===== config.mk =====
export PLATFORM = sky130hd
export DESIGN_NAME = weight_stream_dot_acc
export DESIGN_NICKNAME = d
export VERILOG_FILES = /design/src/rtl/mase_fixed_pkg.sv /design/src/rtl/fixed_dot_product_lanes.sv /design/src/rtl/weight_stream_dot_acc.sv
export SDC_FILE = /design/constraint.sdc
export NUM_CORES = 2
export LEC_CHECK = 0
export BUFFER_PORTS_ARGS = -buffer_cell sky130_fd_sc_hd__buf_4
export CAP_MARGIN = 5
export CORE_MARGIN = 2
export CORE_UTILIZATION = 40
export DETAILED_ROUTE_END_ITERATION = 10
export HOLD_SLACK_MARGIN = 0.08
export PLACE_DENSITY_LB_ADDON = 0.2
export SYNTH_ARGS = -nofsm -noshare
export SYNTH_HDL_FRONTEND = slang
export SYNTH_SLANG_ARGS = --single-unit
export TNS_END_PERCENT = 50

===== constraint.sdc =====
create_clock -name clk -period 13.52 [get_ports clk]
set_input_delay 1.352 -clock clk [delete_from_list [all_inputs] [get_ports clk]]
set_output_delay 1.352 -clock clk [all_outputs]
set_load 0.005 [all_outputs]

===== src/rtl/mase_fixed_pkg.sv =====
// Shared fixed-point helpers for the streaming dot-product blocks:
// result/accumulator width rules and the accumulate/present state encoding.
package mase_fixed_pkg;

  typedef enum logic {
    ACCUM = 1'b0,
    HOLD  = 1'b1
  } state_t;

  // Full-precision width of a sum of parallelism*depth products, so no beat can overflow.
  function automatic int acc_width(input int data_w, input int weight_w,
                                   input int parallelism, input int depth);
    return data_w + weight_w + $clog2(parallelism * depth);
  endfunction

  function automatic int count_width(input int depth);
    return (depth > 1) ? $clog2(depth) : 1;
  endfunction

endpackage


===== src/rtl/fixed_dot_product_lanes.sv =====
// Combinational lane multipliers plus reduction: signed full-precision sum of
// PARALLELISM activation*weight products, sign-extended to OUT_W.
module fixed_dot_product_lanes #(
  parameter int DATA_IN_PRECISION_0 = 16,
  parameter int WEIGHT_PRECISION_0  = 16,
  parameter int PARALLELISM         = 4,
  parameter int OUT_W               = 37
) (
  input  logic        [PARALLELISM-1:0][DATA_IN_PRECISION_0-1:0] data_in,
  input  logic        [PARALLELISM-1:0][WEIGHT_PRECISION_0-1:0]  weight,
  output logic signed [OUT_W-1:0]                                beat_sum
);

  localparam int PROD_W = DATA_IN_PRECISION_0 + WEIGHT_PRECISION_0;

  logic signed [PROD_W-1:0] prod [PARALLELISM];

  always_comb begin
    for (int i = 0; i < PARALLELISM; i++) begin
      prod[i] = $signed(data_in[i]) * $signed(weight[i]);
    end
  end

  always_comb begin
    beat_sum = '0;
    for (int i = 0; i < PARALLELISM; i++) begin
      beat_sum = beat_sum + OUT_W'(prod[i]);
    end
  end

endmodule


===== src/rtl/weight_stream_dot_acc.sv =====
// Joins an activation stream and a weight stream beat-by-beat, accumulates
// IN_DEPTH lane dot products and presents the sum on a valid/ready output.
module weight_stream_dot_acc
  import mase_fixed_pkg::*;
#(
  parameter int DATA_IN_PRECISION_0 = 16,
  parameter int DATA_IN_PRECISION_1 = 3,
  parameter int WEIGHT_PRECISION_0  = 16,
  parameter int WEIGHT_PRECISION_1  = 3,
  parameter int PARALLELISM         = 4,
  parameter int IN_DEPTH            = 8,
  localparam int DATA_OUT_PRECISION_0 =
    acc_width(DATA_IN_PRECISION_0, WEIGHT_PRECISION_0, PARALLELISM, IN_DEPTH),
  localparam int DATA_OUT_PRECISION_1 = DATA_IN_PRECISION_1 + WEIGHT_PRECISION_1
) (
  input  logic                                                  clk,
  input  logic                                                  rst,
  input  logic        [PARALLELISM-1:0][DATA_IN_PRECISION_0-1:0] data_in,
  input  logic                                                  data_in_valid,
  output logic                                                  data_in_ready,
  input  logic        [PARALLELISM-1:0][WEIGHT_PRECISION_0-1:0]  weight,
  input  logic                                                  weight_valid,
  output logic                                                  weight_ready,
  output logic signed [DATA_OUT_PRECISION_0-1:0]                data_out,
  output logic                                                  data_out_valid,
  input  logic                                                  data_out_ready
);

  localparam int CNT_W = count_width(IN_DEPTH);

  if (IN_DEPTH < 1) begin : g_bad_depth
    $error("IN_DEPTH must be at least 1");
  end
  if (DATA_OUT_PRECISION_1 >= DATA_OUT_PRECISION_0) begin : g_bad_frac
    $error("fractional bits exceed result width");
  end

  state_t                           state;
  logic   [CNT_W-1:0]               count;
  logic signed [DATA_OUT_PRECISION_0-1:0] acc;
  logic signed [DATA_OUT_PRECISION_0-1:0] beat_sum_p0;
  logic                             vld_p0;
  logic                             last_beat;

  // Stage p0: combinational lane products for the beat offered this cycle.
  fixed_dot_product_lanes #(
    .DATA_IN_PRECISION_0 (DATA_IN_PRECISION_0),
    .WEIGHT_PRECISION_0  (WEIGHT_PRECISION_0),
    .PARALLELISM         (PARALLELISM),
    .OUT_W               (DATA_OUT_PRECISION_0)
  ) u_lanes (
    .data_in  (data_in),
    .weight   (weight),
    .beat_sum (beat_sum_p0)
  );

  // Each ready depends only on the other stream's valid, so a beat is taken
  // from both streams together or from neither.
  assign data_in_ready = !rst && (state == ACCUM) && weight_valid;
  assign weight_ready  = !rst && (state == ACCUM) && data_in_valid;
  assign vld_p0        = !rst && (state == ACCUM) && data_in_valid && weight_valid;
  assign last_beat     = (count == CNT_W'(IN_DEPTH - 1));

  // Stage p1: accumulator, beat counter and held result.
  always_ff @(posedge clk) begin
    if (rst) begin
      state          <= ACCUM;
      count          <= '0;
      acc            <= '0;
      data_out       <= '0;
      data_out_valid <= 1'b0;
    end else begin
      case (state)
        ACCUM: begin
          if (vld_p0) begin
            if (last_beat) begin
              data_out       <= acc + beat_sum_p0;
              data_out_valid <= 1'b1;
              count          <= '0;
              state          <= HOLD;
            end else begin
              acc   <= acc + beat_sum_p0;
              count <= count + CNT_W'(1);
            end
          end
        end
        HOLD: begin
          if (data_out_ready) begin
            acc            <= '0;
            data_out_valid <= 1'b0;
            state          <= ACCUM;
          end
        end
        default: state <= ACCUM;
      endcase
    end
  end

endmodule


## Word level (Yosys, flattened, before mapping)

Index checks and enable logic that the tools add are counted.

| word-level totals | value |
|---|---|
| output and inout port bits | 40 |
| input port bits | 133 |
| register bits after elaboration | 79 |

| operators by class | value |
|---|---|
| $add $sub $neg | 5 |
| reduce and logical (&&, ||, !) cells | 9 |
| muxes and demuxes | 13 |
| equal/unequal tests | 5 |
| bitwise gates (word level) | 1 |
| $mul | 4 |

Operators with widths:

| operator | number |
|---|---|
| multiplier 16 x 16 -> 32 bit | 4 |
| 2-to-1 mux 37 bit | 3 |
| case mux 37 bit (2 select lines) | 1 |
| adder 37 x 32 -> 37 bit | 1 |
| adder 37 bit | 1 |
| adder 33 x 32 -> 34 bit | 1 |
| adder 32 x 32 -> 33 bit | 1 |
| AND reduction 3 bit | 3 |
| inequality test 2 bit (second input constant) | 4 |
| 2-to-1 mux 1 bit | 6 |
| logical AND 1 bit | 4 |
| case mux 1 bit (2 select lines) | 2 |
| adder 3 x 1 -> 3 bit (second input constant) | 1 |
| == test 3 bit (second input constant) | 1 |
| 2-to-1 mux 3 bit | 1 |
| AND reduction 2 bit | 1 |
| zero test 1 bit | 1 |
| inverter 1 bit | 1 |

## Logic depth before layout (Yosys ltp)

| logic depth | value |
|---|---|
| word-level depth | 8 |
| depth in mapped cells | 50 |
| depth with buffers taken out | 49 |

## Modules after synthesis

Synthesis repeated with hierarchy kept, for this count alone.

| second synthesis, totals | value |
|---|---|
| cell total of the unflattened synthesis | 4796 |
| area total of the unflattened synthesis | 45742.6 um2 |

By module, submodules not included:

| module | cells an instance | instances | area each (um2) |
|---|---|---|---|
| fixed_dot_product_lanes | 4189 | 1 | 40764.1 |
| weight_stream_dot_acc | 607 | 1 | 4978.5 |

## Least setup slack after synthesis

No wires, ideal clock.

| timing path | value |
|---|---|
| path type | in2reg |
| start | input data_in[47] in the netlist's numbering |
| end | register data_out[36] |
| slack | 0.294 ns |
| stages | 45 |
| data arrival time | 13.094 ns |
| setup time | 0.132 ns |
| cells stage by stage | clkbuf_1 -> nand2_1 -> fa_1 -> inv_1 -> fa_1 -> fa_1 -> inv_1 -> fa_1 -> inv_1 -> fa_1 -> fa_1 -> fa_1 -> fa_1 -> inv_1 -> fa_1 -> inv_1 -> ha_1 -> a21oi_1 -> (+9 left out) -> fa_1 -> fa_1 -> inv_1 -> ha_1 -> fa_1 -> inv_1 -> fa_1 -> fa_1 -> inv_1 -> ha_1 -> a21o_1 -> a21o_1 -> a21oi_1 -> a21boi_0 -> a311oi_2 -> xnor2_1 -> xnor2_1 -> a21oi_1 |

| between the ends | value |
|---|---|
| cells in the longest elaborated chain, start to end | 4 |

Ends and longest elaborated chain:

| item | line | source |
|---|---|---|
| start: declaration | weight_stream_dot_acc.sv:18 | `input logic [PARALLELISM-1:0][DATA_IN_PRECISION_0-1:0] data_in,` |
| multiplier 16 x 16 -> 32 bit | fixed_dot_product_lanes.sv:20 | `prod[i] = $signed(data_in[i]) * $signed(weight[i]);` |
| adder 33 x 32 -> 34 bit | fixed_dot_product_lanes.sv:27 | `beat_sum = beat_sum + OUT_W'(prod[i]);` |
| adder 37 x 32 -> 37 bit | fixed_dot_product_lanes.sv:27 |  |
| adder 37 bit | weight_stream_dot_acc.sv:77 | `data_out <= acc + beat_sum_p0;` |
| end signal: assignment | weight_stream_dot_acc.sv:77 |  |
| end: declaration | weight_stream_dot_acc.sv:24 | `output logic signed [DATA_OUT_PRECISION_0-1:0] data_out,` |

Every way passes these cells.
A chain may end at the register's enable or synchronous reset.

## Final worst setup path

| timing path | value |
|---|---|
| start | input data_in[6] in the netlist's numbering |
| end | register acc[36] |

| between the ends | value |
|---|---|
| cells in the longest elaborated chain, start to end | 8 |

Ends and longest elaborated chain:

| item | line | source |
|---|---|---|
| multiplier 16 x 16 -> 32 bit | fixed_dot_product_lanes.sv:20 |  |
| adder 32 x 32 -> 33 bit | fixed_dot_product_lanes.sv:27 |  |
| adder 33 x 32 -> 34 bit | fixed_dot_product_lanes.sv:27 |  |
| adder 37 x 32 -> 37 bit | fixed_dot_product_lanes.sv:27 |  |
| adder 37 bit | weight_stream_dot_acc.sv:82 | `acc <= acc + beat_sum_p0;` |
| 2-to-1 mux 37 bit | weight_stream_dot_acc.sv:76 | `if (last_beat) begin` |
| 2-to-1 mux 37 bit | weight_stream_dot_acc.sv:75 | `if (vld_p0) begin` |
| case mux 37 bit (2 select lines) | weight_stream_dot_acc.sv:73 | `case (state)` |
| end signal: assignment | weight_stream_dot_acc.sv:82 |  |
| end: declaration | weight_stream_dot_acc.sv:40 | `logic signed [DATA_OUT_PRECISION_0-1:0] acc;` |

Every way passes these cells. The select of a mux whose other input is x is not followed.

==> results.md <==
* Slowest stage delay, CP at roughly 0.55 ns
* Die X at between 300 and 400 um
* Run status: completed
* Post-synth EDFFs at 0
* Layout cells sized above 1 at slightly below 9%
* Total of warnings raised by yosys at 0
* Syn nets at 6,532
* Gr ovfl total at 0
* Met2 Track Usage GR at 35.88%
* Final cell area excluding filler cells at 0.05062 mm2
* Clk sinks at 79
* Max transition margin at 19.70%
* Area of the mapped netlist at about 0.046 mm2
* Cts bufs inserted at 9
* Vias in the first global route at around 34,000
* CTS Buffer Depth at 2
* Setup ws final at between 0.4 and 0.5 ns
* IO buf count at about 170
* Final Critical Period at 13.04 ns
* Critical path endpoint category: flip-flop
* Met1 Use GR at ~28%
* CP top delay family: adder cells
* Final setup violating endpoints at 0
* DR pass1 iterations at 5
* Measured slew at the worst slew-check pin at between 1 and 1.5 ns
* HP Class: reg2reg
* Largest net degree at the start of global routing at 39
* Clk slew on worst S/H paths at roughly 0.07 ns
* Final GP Congestion at 0.8850
* Buf/Inv on CP at 11
* Post-synthesis sequential area ratio at about 3.5%
* DRC violation count after routing at 0
* Worst-skew pair later-pin latency at ~0.38 ns
* Initial Util at ~40%
* Area growth, synth to finish at 10.76%
* Fraction of registers with async set/reset at 0%
* Max Slew Vio Count at 0
* Met3 GRT Util at roughly 1.5%
* Max Clock Freq at roughly 77 MHz
* CP dominant cell by count: fa_1
* Synth unique cells at 64
* CP max stage cell: fa_1
* Initial antenna violation count at 5
* Critical path arrival at around 13 ns
* Via count at between 30,000 and 40,000
* Max-Cap Viols at 0
* Antenna-violating nets left at 0
* Root Buffer: clkbuf_16
* Worst setup SP type: primary input
* Synthesized area per cell at about 9.5 um2
* I/O pin total at approximately 170
* DRT Wirelength at 111,800 um
* Crit Path Class: in2reg
* Die area at 0.1170 mm2
* Vias/cell at between 4 and 5
* DR WL/cell at between 15 and 20 um
* Final Hold Viols at 0
* Placed instance area at 0.04991 mm2
* Core area at about 0.11 mm2
* Detailed placer's ending HPWL at 101,000 um
* Syn Inst Count at just under 5,000
* GRT Overall Usage at slightly above 20%
* Seq cells post-synth at 79
* CP Max Fanout at 11
* Nets at 6,757
* CP Data Required Time at around 14 ns
* Skew final at slightly above 0.009 ns
* Pre-CTS setup slack at -0.1751 ns
* Die height at roughly 340 um
* First-pass GRT wire length at 186,700 um
* CTS HTree Levels at 3
* GRT Max-Usage Layer: met2
* Site Rows at between 100 and 150
* Fin crit share at a little over nine tenths
* Synth Flop Type: dfxtp_1
* CTS tree: built
* Initial drt markers at between 1,000 and 1,500
==> final cells by class <==
class | instances | area (um2)
clock buffers | 10 | 229.0
well taps | 1512 | 1892
inverters | 1405 | 5274
repair buffers | 367 | 2999
flip-flops and latches | 79 | 1582
diodes | 6 | 15.01
clock inverters | 6 | 108.9
multi-input cells | 3167 | 38520
fillers | 11246 | 63260
==> cell families (layout without fill, tap and decap cells) <==
family / count (synthesis) / count (layout) / synth area share (%)
xor gates and xnor gates: 88 / 88 / 1.703
DFF: 79 / 79 / 3.460
and+or+nand+nor: 1237 / 1237 / 13.46
AOI/OAI and AO/OA: 247 / 247 / 3.811
adders and majority gates: 1595 / 1595 / 64.77
buffers and inverters: 1558 / 1788 / 12.80
other: 0 / 6 / 0
==> worst min-delay path: cells and delay by family (launching register included) <==
kind / cells / cell delay (ns)
flip-flops: 1 / 0.31
AND/OR/NAND/NOR: 1 / 0.05
AO/OA/AOI/OAI: 1 / 0.05
==> state kept, by name, indices dropped and copies added, names as in the netlist <==
| name | flops |
|---|---|
| count | 3 |
| data_out | 37 |
| data_out_valid | 1 |
| acc | 37 |
| state | 1 |
==> repair_timing <==
item,in CTS,in global routing
resized for setup,0,60
buffers inserted,0,9
setup endpoints to repair,0,20
hold buffers,0,0
==> through the flow <==
| stage | util, % | hold WS, ns | setup TNS [ns] | cells |
|---|---|---|---|---|
| floorplan | - | 0.4295 | 0 | 4804 |
| global placement | 43.82 | 0.4446 | -0.6744 | 6521 |
| detailed placement | 43.82 | 0.4477 | -1.261 | 6521 |
| CTS | 44.12 | 0.4575 | 0 | 6537 |
| global route | 44.45 | 0.4767 | -0.01622 | 6550 |
| finish | 44.45 | 0.4526 | 0 | 6552 |
==> worst paths after layout <==
kind	startpoint	to	slack (ns)	cells after the start
max	data_in[6]	acc[36]$_SDFFE_PP0P_	0.48	45
max reg2reg	acc[8]$_SDFFE_PP0P_	data_out[26]$_SDFFE_PP0P_	7.59	20
min	data_out[25]$_SDFFE_PP0P_	data_out[25]$_SDFFE_PP0P_	0.45	2
min reg2reg	data_out[25]$_SDFFE_PP0P_	data_out[25]$_SDFFE_PP0P_	0.45	2
==> cell usage after synthesis, types with 5 or more instances <==
| library cell | instances | area share [%] |
|---|---|---|
| buf_1 | 6 | 0.049 |
| a32o_1 | 5 | 0.11 |
| o21ai_0 | 20 | 0.22 |
| inv_1 | 1404 | 12 |
| nor2b_1 | 12 | 0.16 |
| a21oi_1 | 73 | 0.80 |
| xor2_1 | 30 | 0.57 |
| and2_1 | 507 | 6.9 |
| a31oi_1 | 5 | 0.068 |
| nor3_1 | 5 | 0.055 |
| dfxtp_1 | 79 | 3.5 |
| a21o_1 | 30 | 0.49 |
| nor2_1 | 81 | 0.67 |
| nand3_1 | 13 | 0.14 |
| a22oi_1 | 24 | 0.39 |
| o21ai_1 | 19 | 0.21 |
| nand2b_1 | 55 | 0.75 |
| nand2_1 | 548 | 4.5 |
| o211ai_1 | 5 | 0.082 |
| fa_1 | 1285 | 56 |
| clkbuf_1 | 147 | 1.2 |
| o21a_1 | 11 | 0.18 |
| o21bai_1 | 7 | 0.11 |
| xnor2_1 | 57 | 1.1 |
| a211oi_1 | 9 | 0.15 |
| ha_1 | 310 | 8.5 |
==> per-layer routing <==
layer	wire [um]	share of wire, %	vias to the layer above
met3	3002	2.7	83
li1	-	-	14048
met5	13	0.012	-
met4	2153	1.9	2
met2	58100	52	434
met1	48530	43	16139
==> placed cells by master, fill, tap and decap left out, types with 29 or more instances in the layout <==
cell,count
a21oi_1,66
inv_1,1401
nand2_1,547
xor2_1,29
fa_1,1285
nor2_1,77
ha_1,305
dfxtp_1,79
buf_4,343
nand2b_1,55
xnor2_1,55
a21o_1,30
and2_1,505
Power is not shown: default switching activity piles up to over one toggle a cycle in this logic, so the estimate is an artifact.
